## src/rtl/decode_stage_pkg.sv

```systemverilog
// Opcode/funct/FPU codes and decoded-field struct shared by the decode stage.
// The decode helper is pure combinational; callers register its result.
package constant;

  localparam logic [5:0] OP_SPECIAL = 6'h00;
  localparam logic [5:0] OP_J       = 6'h02;
  localparam logic [5:0] OP_JAL     = 6'h03;
  localparam logic [5:0] OP_BEQ     = 6'h04;
  localparam logic [5:0] OP_BNE     = 6'h05;
  localparam logic [5:0] OP_BLEZ    = 6'h06;
  localparam logic [5:0] OP_BGTZ    = 6'h07;
  localparam logic [5:0] OP_ADDI    = 6'h08;
  localparam logic [5:0] OP_SLTI    = 6'h0a;
  localparam logic [5:0] OP_ANDI    = 6'h0c;
  localparam logic [5:0] OP_ORI     = 6'h0d;
  localparam logic [5:0] OP_XORI    = 6'h0e;
  localparam logic [5:0] OP_LUI     = 6'h0f;
  localparam logic [5:0] OP_FPU     = 6'h11;
  localparam logic [5:0] OP_LW      = 6'h23;
  localparam logic [5:0] OP_SW      = 6'h2b;
  localparam logic [5:0] OP_LW_S    = 6'h31;
  localparam logic [5:0] OP_SW_S    = 6'h39;
  localparam logic [5:0] OP_IN      = 6'h3e;
  localparam logic [5:0] OP_OUT     = 6'h3f;

  localparam logic [5:0] FUNC_SLL = 6'h00;
  localparam logic [5:0] FUNC_SRL = 6'h02;
  localparam logic [5:0] FUNC_JR  = 6'h08;
  localparam logic [5:0] FUNC_ADD = 6'h20;
  localparam logic [5:0] FUNC_SUB = 6'h22;
  localparam logic [5:0] FUNC_AND = 6'h24;
  localparam logic [5:0] FUNC_OR  = 6'h25;
  localparam logic [5:0] FUNC_SLT = 6'h2a;

  localparam logic [5:0] FPU_ADD = 6'h00;
  localparam logic [5:0] FPU_SUB = 6'h01;
  localparam logic [5:0] FPU_MUL = 6'h02;
  localparam logic [5:0] FPU_DIV = 6'h03;
  localparam logic [5:0] FPU_MOV = 6'h06;
  localparam logic [5:0] FPU_NEG = 6'h07;

  localparam logic [1:0] OPTYPE_I = 2'b00;
  localparam logic [1:0] OPTYPE_R = 2'b01;
  localparam logic [1:0] OPTYPE_F = 2'b10;

  localparam logic [5:0] REG_RA = 6'd31;

  typedef struct packed {
    logic [1:0]  op_type;
    logic [5:0]  instr;
    logic [5:0]  rs;
    logic [5:0]  rt;
    logic [5:0]  rd;
    logic [31:0] imm;
    logic        use_rs;
    logic        use_rt;
    logic        branch;
    logic        jump;
    logic        is_jr;
    logic        is_jal;
  } dec_t;

  function automatic dec_t decode(input logic [31:0] ir);
    dec_t r;
    logic [5:0] op;
    logic [5:0] fn;
    op       = ir[31:26];
    fn       = ir[5:0];
    r        = '0;
    r.rs     = {1'b0, ir[25:21]};
    r.rt     = {1'b0, ir[20:16]};
    r.imm    = {{16{ir[15]}}, ir[15:0]};
    if (op == OP_SPECIAL) begin
      r.op_type = OPTYPE_R;
      r.instr   = fn;
      r.rd      = {1'b0, ir[15:11]};
      r.imm     = {16'b0, ir[15:0]};
      r.use_rs  = 1'b1;
      r.use_rt  = (fn != FUNC_JR);
      r.is_jr   = (fn == FUNC_JR);
    end else if (op == OP_FPU) begin
      r.op_type = OPTYPE_F;
      r.instr   = fn;
      r.rs      = {1'b1, ir[25:21]};
      r.rt      = {1'b1, ir[20:16]};
      r.rd      = {1'b1, ir[15:11]};
      r.imm     = {16'b0, ir[15:0]};
      r.use_rs  = 1'b1;
      r.use_rt  = 1'b1;
    end else begin
      r.op_type = OPTYPE_I;
      r.instr   = op;
      case (op)
        OP_ANDI, OP_ORI, OP_XORI: begin
          r.imm    = {16'b0, ir[15:0]};
          r.rd     = r.rt;
          r.use_rs = 1'b1;
        end
        OP_LUI: begin
          r.imm = {16'b0, ir[15:0]};
          r.rd  = r.rt;
        end
        OP_ADDI, OP_SLTI, OP_LW: begin
          r.rd     = r.rt;
          r.use_rs = 1'b1;
        end
        OP_LW_S: begin
          r.rt     = {1'b1, ir[20:16]};
          r.rd     = r.rt;
          r.use_rs = 1'b1;
        end
        OP_SW: begin
          r.use_rs = 1'b1;
          r.use_rt = 1'b1;
        end
        OP_SW_S: begin
          r.rt     = {1'b1, ir[20:16]};
          r.use_rs = 1'b1;
          r.use_rt = 1'b1;
        end
        OP_BEQ, OP_BNE: begin
          r.branch = 1'b1;
          r.use_rs = 1'b1;
          r.use_rt = 1'b1;
        end
        OP_BLEZ, OP_BGTZ: begin
          r.branch = 1'b1;
          r.use_rs = 1'b1;
        end
        OP_J: begin
          r.imm  = {6'b0, ir[25:0]};
          r.jump = 1'b1;
        end
        OP_JAL: begin
          r.imm    = {6'b0, ir[25:0]};
          r.jump   = 1'b1;
          r.is_jal = 1'b1;
          r.rd     = REG_RA;
        end
        OP_IN:   r.rd = r.rt;
        OP_OUT:  r.use_rs = 1'b1;
        default: ;
      endcase
    end
    return r;
  endfunction

  function automatic logic src_match(input dec_t d, input logic [5:0] r);
    return (d.use_rs && d.rs == r) || (d.use_rt && d.rt == r);
  endfunction

endpackage

```

## src/rtl/decode_stage_if.sv

```systemverilog
// Fetch/writeback inputs and decode/execute pipeline-register outputs of the decode stage.
// master drives fetch/execute/writeback side; slave is the decode stage itself.
interface decode_stage_if;
  logic        if_valid;
  logic [31:0] if_pc;
  logic [31:0] if_ir;
  logic        ex_busy;
  logic        ex_redirect;
  logic        wb_we;
  logic [5:0]  wb_rd;
  logic [31:0] wb_d;
  logic        stall;
  logic        de_valid;
  logic [31:0] pc;
  logic [1:0]  op_type;
  logic [5:0]  instr;
  logic [31:0] de_s;
  logic [31:0] de_t;
  logic [5:0]  de_rs;
  logic [5:0]  de_rt;
  logic [5:0]  de_rd;
  logic [31:0] imm;
  logic        branch;
  logic        jump;
  logic        is_jr;

  modport master (
    output if_valid, if_pc, if_ir, ex_busy, ex_redirect, wb_we, wb_rd, wb_d,
    input  stall, de_valid, pc, op_type, instr, de_s, de_t, de_rs, de_rt, de_rd,
           imm, branch, jump, is_jr
  );

  modport slave (
    input  if_valid, if_pc, if_ir, ex_busy, ex_redirect, wb_we, wb_rd, wb_d,
    output stall, de_valid, pc, op_type, instr, de_s, de_t, de_rs, de_rt, de_rd,
           imm, branch, jump, is_jr
  );
endinterface

```

## src/rtl/decode_regfile.sv

```systemverilog
// 64x32 register file (0-31 integer, 32-63 float), 2 comb read ports, 1 write port at edge.
// Integer r0 reads zero and ignores writes; DECODE_WB_BYPASS_EN makes same-cycle writes visible.
module decode_regfile (
  input  logic        clk,
  input  logic        rst,
  input  logic        we,
  input  logic [5:0]  wa,
  input  logic [31:0] wd,
  input  logic [5:0]  ra0,
  input  logic [5:0]  ra1,
  output logic [31:0] rd0,
  output logic [31:0] rd1
);

  logic [31:0] mem [64];

  always_ff @(posedge clk) begin
    if (rst) begin
      for (int i = 0; i < 64; i++) mem[i] <= '0;
    end else if (we && wa != 6'd0) begin
      mem[wa] <= wd;
    end
  end

  always_comb begin
    rd0 = (ra0 == 6'd0) ? 32'd0 : mem[ra0];
    rd1 = (ra1 == 6'd0) ? 32'd0 : mem[ra1];
`ifdef DECODE_WB_BYPASS_EN
    if (we && wa != 6'd0 && wa == ra0) rd0 = wd;
    if (we && wa != 6'd0 && wa == ra1) rd1 = wd;
`endif
  end

endmodule

```

## src/rtl/decode_stage.sv

```systemverilog
// Decode stage: 1-cycle registered decode with load-use/writeback hazard bubbles; ex_busy freezes it.
// DECODE_WB_BYPASS_EN: regfile write-through; otherwise a writeback read collision stalls one cycle.
module decode_stage
  import constant::*;
#(
  parameter logic [31:0] RESET_PC = 32'h0
) (
  input logic           clk,
  input logic           rst,
  decode_stage_if.slave bus
);

  dec_t        d;
  logic [31:0] rs_val;
  logic [31:0] rt_val;
  logic        lw_pending;
  logic        load_use;
  logic        wb_haz;
  logic        hazard;
  logic        take;

  always_comb d = decode(bus.if_ir);

  decode_regfile u_regfile (
    .clk (clk),
    .rst (rst),
    .we  (bus.wb_we),
    .wa  (bus.wb_rd),
    .wd  (bus.wb_d),
    .ra0 (d.rs),
    .ra1 (d.rt),
    .rd0 (rs_val),
    .rd1 (rt_val)
  );

  always_comb begin
    lw_pending = bus.de_valid && bus.op_type == OPTYPE_I &&
                 (bus.instr == OP_LW || bus.instr == OP_LW_S) && bus.de_rd != 6'd0;
    load_use   = lw_pending && src_match(d, bus.de_rd);
`ifdef DECODE_WB_BYPASS_EN
    wb_haz     = 1'b0;
`else
    // Without write-through the array still holds the old value this cycle.
    wb_haz     = bus.wb_we && bus.wb_rd != 6'd0 && src_match(d, bus.wb_rd);
`endif
    hazard     = bus.if_valid && !bus.ex_redirect && (load_use || wb_haz);
    take       = bus.if_valid && !bus.ex_redirect && !hazard;
    bus.stall  = !rst && (bus.ex_busy || hazard);
  end

  always_ff @(posedge clk) begin
    if (rst) begin
      bus.de_valid <= 1'b0;
      bus.pc       <= RESET_PC;
      bus.op_type  <= '0;
      bus.instr    <= '0;
      bus.de_s     <= '0;
      bus.de_t     <= '0;
      bus.de_rs    <= '0;
      bus.de_rt    <= '0;
      bus.de_rd    <= '0;
      bus.imm      <= '0;
      bus.branch   <= 1'b0;
      bus.jump     <= 1'b0;
      bus.is_jr    <= 1'b0;
    end else if (!bus.ex_busy) begin
      bus.de_valid <= take;
      bus.pc       <= bus.if_pc;
      bus.op_type  <= d.op_type;
      bus.instr    <= d.instr;
      bus.de_s     <= d.is_jal ? bus.if_pc + 32'd4 : rs_val;
      bus.de_t     <= rt_val;
      bus.de_rs    <= d.rs;
      bus.de_rt    <= d.rt;
      // A bubble must never look like a writer to the hazard logic or execute.
      bus.de_rd    <= take ? d.rd : 6'd0;
      bus.imm      <= d.imm;
      bus.branch   <= take && d.branch;
      bus.jump     <= take && d.jump;
      bus.is_jr    <= take && d.is_jr;
    end
  end

endmodule

```

## src/flat_wrapper.sv

```systemverilog
// flat-port wrapper written by rule: the top's interface ports become plain ports
module decode_stage_flat import constant::*;
#(
  parameter logic [31:0] RESET_PC = 32'h0
)
  (clk, rst, bus_if_valid, bus_if_pc, bus_if_ir, bus_ex_busy, bus_ex_redirect, bus_wb_we, bus_wb_rd, bus_wb_d, bus_stall, bus_de_valid, bus_pc, bus_op_type, bus_instr, bus_de_s, bus_de_t, bus_de_rs, bus_de_rt, bus_de_rd, bus_imm, bus_branch, bus_jump, bus_is_jr);
  decode_stage_if bus_i ();
  input logic clk;
  input logic rst;
  input wire logic [$bits(bus_i.if_valid)-1:0] bus_if_valid;
  input wire logic [$bits(bus_i.if_pc)-1:0] bus_if_pc;
  input wire logic [$bits(bus_i.if_ir)-1:0] bus_if_ir;
  input wire logic [$bits(bus_i.ex_busy)-1:0] bus_ex_busy;
  input wire logic [$bits(bus_i.ex_redirect)-1:0] bus_ex_redirect;
  input wire logic [$bits(bus_i.wb_we)-1:0] bus_wb_we;
  input wire logic [$bits(bus_i.wb_rd)-1:0] bus_wb_rd;
  input wire logic [$bits(bus_i.wb_d)-1:0] bus_wb_d;
  output wire logic [$bits(bus_i.stall)-1:0] bus_stall;
  output wire logic [$bits(bus_i.de_valid)-1:0] bus_de_valid;
  output wire logic [$bits(bus_i.pc)-1:0] bus_pc;
  output wire logic [$bits(bus_i.op_type)-1:0] bus_op_type;
  output wire logic [$bits(bus_i.instr)-1:0] bus_instr;
  output wire logic [$bits(bus_i.de_s)-1:0] bus_de_s;
  output wire logic [$bits(bus_i.de_t)-1:0] bus_de_t;
  output wire logic [$bits(bus_i.de_rs)-1:0] bus_de_rs;
  output wire logic [$bits(bus_i.de_rt)-1:0] bus_de_rt;
  output wire logic [$bits(bus_i.de_rd)-1:0] bus_de_rd;
  output wire logic [$bits(bus_i.imm)-1:0] bus_imm;
  output wire logic [$bits(bus_i.branch)-1:0] bus_branch;
  output wire logic [$bits(bus_i.jump)-1:0] bus_jump;
  output wire logic [$bits(bus_i.is_jr)-1:0] bus_is_jr;
  assign bus_i.if_valid = bus_if_valid;
  assign bus_i.if_pc = bus_if_pc;
  assign bus_i.if_ir = bus_if_ir;
  assign bus_i.ex_busy = bus_ex_busy;
  assign bus_i.ex_redirect = bus_ex_redirect;
  assign bus_i.wb_we = bus_wb_we;
  assign bus_i.wb_rd = bus_wb_rd;
  assign bus_i.wb_d = bus_wb_d;
  assign bus_stall = bus_i.stall;
  assign bus_de_valid = bus_i.de_valid;
  assign bus_pc = bus_i.pc;
  assign bus_op_type = bus_i.op_type;
  assign bus_instr = bus_i.instr;
  assign bus_de_s = bus_i.de_s;
  assign bus_de_t = bus_i.de_t;
  assign bus_de_rs = bus_i.de_rs;
  assign bus_de_rt = bus_i.de_rt;
  assign bus_de_rd = bus_i.de_rd;
  assign bus_imm = bus_i.imm;
  assign bus_branch = bus_i.branch;
  assign bus_jump = bus_i.jump;
  assign bus_is_jr = bus_i.is_jr;
  decode_stage #(.RESET_PC(RESET_PC)) u_core (.clk(clk), .rst(rst), .bus(bus_i));
endmodule
```

## config.mk

```make
export PLATFORM = sky130hd
export DESIGN_NAME = decode_stage_flat
export DESIGN_NICKNAME = d
export VERILOG_FILES = /design/src/rtl/decode_stage_pkg.sv /design/src/rtl/decode_stage_if.sv /design/src/rtl/decode_regfile.sv /design/src/rtl/decode_stage.sv /design/src/flat_wrapper.sv
export SDC_FILE = /design/constraint.sdc
export NUM_CORES = 2
export LEC_CHECK = 0
export ABC_CLOCK_PERIOD_IN_PS = 3450
export BUFFER_PORTS_ARGS = -buffer_cell sky130_fd_sc_hd__buf_2
export CAP_MARGIN = 20
export CORE_ASPECT_RATIO = 1.25
export CORE_MARGIN = 4
export CORE_UTILIZATION = 60
export DETAILED_ROUTE_END_ITERATION = 10
export PLACE_DENSITY = 0.77
export RECOVER_POWER = 50
export SLEW_MARGIN = 40
export SYNTH_ARGS = -nofsm -noshare
export SYNTH_HDL_FRONTEND = slang
export SYNTH_SLANG_ARGS = --single-unit
```

## constraint.sdc

```tcl
create_clock -name clk -period 3.45 [get_ports clk]
set_clock_uncertainty 0.2 [all_clocks]
set_input_delay 0.5175 -clock clk [delete_from_list [all_inputs] [get_ports clk]]
set_output_delay 0.5175 -clock clk [all_outputs]
set_load 0.01 [all_outputs]
```

==> run_results.csv <==
group,metric,value,unit
worst_setup_path,start_kind,"input port",
global_routing,antenna_found_initial,59,
synthesis,synth_common_cells,"edfxtp_1 (2048), and2_1 (2027), mux4_2 (920)",
global_routing,grt_use_total,47.64,%
cts,clock_latency,950,ps
synthesis,synthesis.instances,7920,
global_routing,first_global_vias,82950,
cts,cts_tree,"yes",
floorplan,fp.dieH,498.0,µm
floorplan,rows,179,
drt,wl_met2,201700,µm
run,max-cap-violations,8,
floorplan,start_util,60.47,%
place,globalplace.congestion,1.052,
floorplan,dieWidth,400,µm
synthesis,yosysMostFrequentCell,"edfxtp_1",
synthesis,synth_fa_ha_area_share,0.01086,%
sta,maxSlewViolCount,152,
drt,post-route-drc-count,1,
sta,hold_viol,0,
place,portBuffers,266,
sta,layout_setup_ws,-247.8,ps
sta,hold_ws,3.878,ps
synthesis,yosys_most_used_dff,"edfxtp_1",
synthesis,synth_top_family_by_area,"multiplexers",
finish,final_util,69.51,%
drt,wl_met1,137200,µm
place,place_area,125000,µm²
synthesis,ys_warn_count,0,
synthesis,yosysTopAreaCell,"edfxtp_1",
worst_setup_path,cpLargestDelayFamily,"buffers and inverters",
sta,tightest_slew,2066,ps
worst_setup_path,crit_type,"input port to flop",
worst_setup_path,slowest_delay,1410,ps
synthesis,synth.area.top_cells,"edfxtp_1 (53%), mux4_2 (18%), and2_1 (11%)",
worst_setup_path,worst_setup_path_end_kind,"flop",
cts,clock_sinks,2200,
place,dp_slack,-538.2,ps
drt,wl_met3,78690,µm
drt,drtAntennaViolNets,0,
synthesis,yosysSeqAreaShare,56.00,%
cts,cts_setup_buffers,0,
floorplan,fp.dieArea,199200,µm²
sta,setup_viol,731,
finish,synthToLayoutAreaGrowth,14.96,%
drt,drt_first_pass_iters,11,
floorplan,coreArea,190600,µm²
worst_setup_path,crit_top_cell,"clkbuf_1",
pwr,irDropWorstVdd,0.5907,mV
worst_setup_path,cp.required,3930,ps
finish,final_area,132500,µm²
synthesis,ys_types,77,
global_routing,grt_pass1_wl,650000,µm
outcome,status,"finished with violations",
drt,vias,84540,
worst_setup_path,path_buf_inv,3,
worst_setup_path,crit_arrival,4180,ps
synthesis,ys_async_sr_fraction,0,%
floorplan,io_pins,267,
synthesis,synth_top_area_share,53.36,%
drt,wl_per_cell,42.17,µm
pwr,p_per_area,492.7,nW/µm²
cts,cts_max_level,4,
drt,drt_iter0_drc,15710,
synthesis,yosys.area_share.simple,13.50,%
synthesis,synth_edf_count,2048,
finish,n_fill_cell,12520,
drt,viasPerCell,7.480,
cts,clockBufferDepth,3,
cts,cts_buffers,212,
place,dp_hpwl,310800,µm
sta,slew-limit-headroom,-37.70,%
synthesis,netlist_area,115200,µm²
synthesis,synthXorXnorAreaFrac,0.4104,%
synthesis,synth_area_per_cell,14.55,µm²
global_routing,gr-total-overflow,0,
cts,clkTransAtPathRegs,60,ps
pwr,p_leak,47.22,nW
drt,top_layer,"met5",
worst_setup_path,worstPathMaxFanout,32,
sta,fmax,270.4,MHz
worst_setup_path,crit_chain,"clkbuf_1 > and3b_1 > nand2_1 > clkbuf_1 > nor2_4 > clkbuf_2 > and2_1",
drt,routed_wl,476600,µm
cts,root_buffer,"clkbuf_16",
hold_path,hp-class,"input port to flop",
global_routing,grt_max_degree,94,
sta,timing.final.crit_period,3698,ps
finish,post_layout_nonfiller_instances,11300,
finish,fin_nets,8656,
sta,fin_crit_sh,107.2,%
place,dp.cells,10800,
outcome,violations,"design-rule violations, max-capacitance violations, max-slew violations, negative setup slack",
synthesis,synth_compound_area_share,5.274,%
synthesis,synth_mux_area_share,21.32,%
synthesis,ys_ff_latch,2200,
worst_setup_path,cpMaxStageDelayCell,"clkbuf_1",
finish,drive_above_1_share,29.17,%
## tightest hold or removal path: cells and delay by family
| family | cells | cell delay (ps) |
|---|---|---|
| simple gates | 2 | 160 |
| compound gates | 1 | 80 |
| buf+inv | 2 | 310 |
## flip-flops by register name (all words and copies together) (netlist names)
name and flops:
u_core.bus.de_valid 1, u_core.bus.instr 6, u_core.bus.de_rs 5, u_core.bus.de_rt 6, u_core.bus.pc 32, u_core.bus.de_rd 6, u_core.bus.branch 1, u_core.bus.de_s 32
u_core.bus.op_type 2, u_core.bus.imm 27, u_core.bus.de_t 32, u_core.u_regfile.mem 2048, u_core.bus.jump 1, u_core.bus.is_jr 1
## per-stage QoR
stage	TNS, ps	power (mW)
after floorplan	0	36.09
after global placement	-8220	40.33
after detailed placement	-6152	40.56
after CTS	0	64.63
after global routing	-8.955	66.32
final	-57910	65.28
## cells by family (layout without fill, tap and decap cells)
| logic type | after synthesis | in the layout |
|---|---|---|
| and+or+nand+nor | 2637 | 2637 |
| DFF | 2200 | 2200 |
| muxes | 1299 | 1299 |
| buffers and inverters | 873 | 1656 |
| AOI/OAI and AO/OA | 855 | 855 |
| xor gates and xnor gates | 54 | 54 |
| adders and majority gates | 1 | 1 |
| other | 1 | 67 |
## power breakdown
group	total, mW	switching [mW]	leakage [nW]	internal (mW)
Sequential	31.5	0.971	20.7	30.6
Clock	24.7	10.8	3.56	13.9
Combinational	9.08	5.45	22.9	3.63
Total	65.3	17.2	47.2	48.1
## final cells by class
class	count	area [µm²]	share of cell area (%)
clock inverters	121	1414	1.067
inverters	29	110.1	0.08311
flip-flops and latches	2200	64550	48.72
clock buffers	280	5852	4.417
multi-input cells	4878	47140	35.58
diodes	35	87.58	0.06611
well taps	2534	3171	2.393
repair buffers	1226	10160	7.671
## layout by cell type, fill, tap and decap left out, types with 63 or more instances in the layout
cell type,instances
o21ai_0,63
dlygate4sd3_1,70
a21oi_1,190
mux4_2,920
mux2i_1,334
buf_2,261
o221ai_1,70
a221oi_1,105
clkbuf_16,217
nand2_1,146
o22ai_1,70
buf_12,133
a22oi_1,152
a22o_1,72
nor2_1,177
dfxtp_1,148
and2_0,414
edfxtp_1,2048
buf_4,644
and2_1,1612
clkbuf_1,81
## repair_timing
item                                    in CTS  in global routing
pin swaps                                    0                  1
resized for setup                            4                  2
endpoints found under the hold margin       87                  0
endpoints found under the setup margin       1                  1
hold buffers                                70                  0
## per-layer routing
layer | track usage, % | vias up
met5 | 0 | -
met4 | 43.10 | 40
met3 | 19.91 | 2458
met2 | 67.74 | 8798
met1 | 54.70 | 41620
li1 | - | 31630
## path summary, 6_finish.rpt
check / slack (ps) / from / cells past startpoint / end
worst max-delay path: -250 / rst / 7 / u_core.u_regfile.mem[44][24]$_SDFFCE_PN0P_
worst min-delay path: 4 / bus_if_ir[29] / 5 / u_core.bus.branch$_SDFFE_PP0N_
worst max register to register: 150 / u_core.u_regfile.mem[39][12]$_SDFFCE_PN0P_ / 8 / u_core.bus.de_s[12]$_SDFFE_PP0N_
worst min register to register: 250 / u_core.bus.de_t[30]$_SDFFE_PP0N_ / 2 / u_core.bus.de_t[30]$_SDFFE_PP0N_
(Power assumes the default switching activity.)
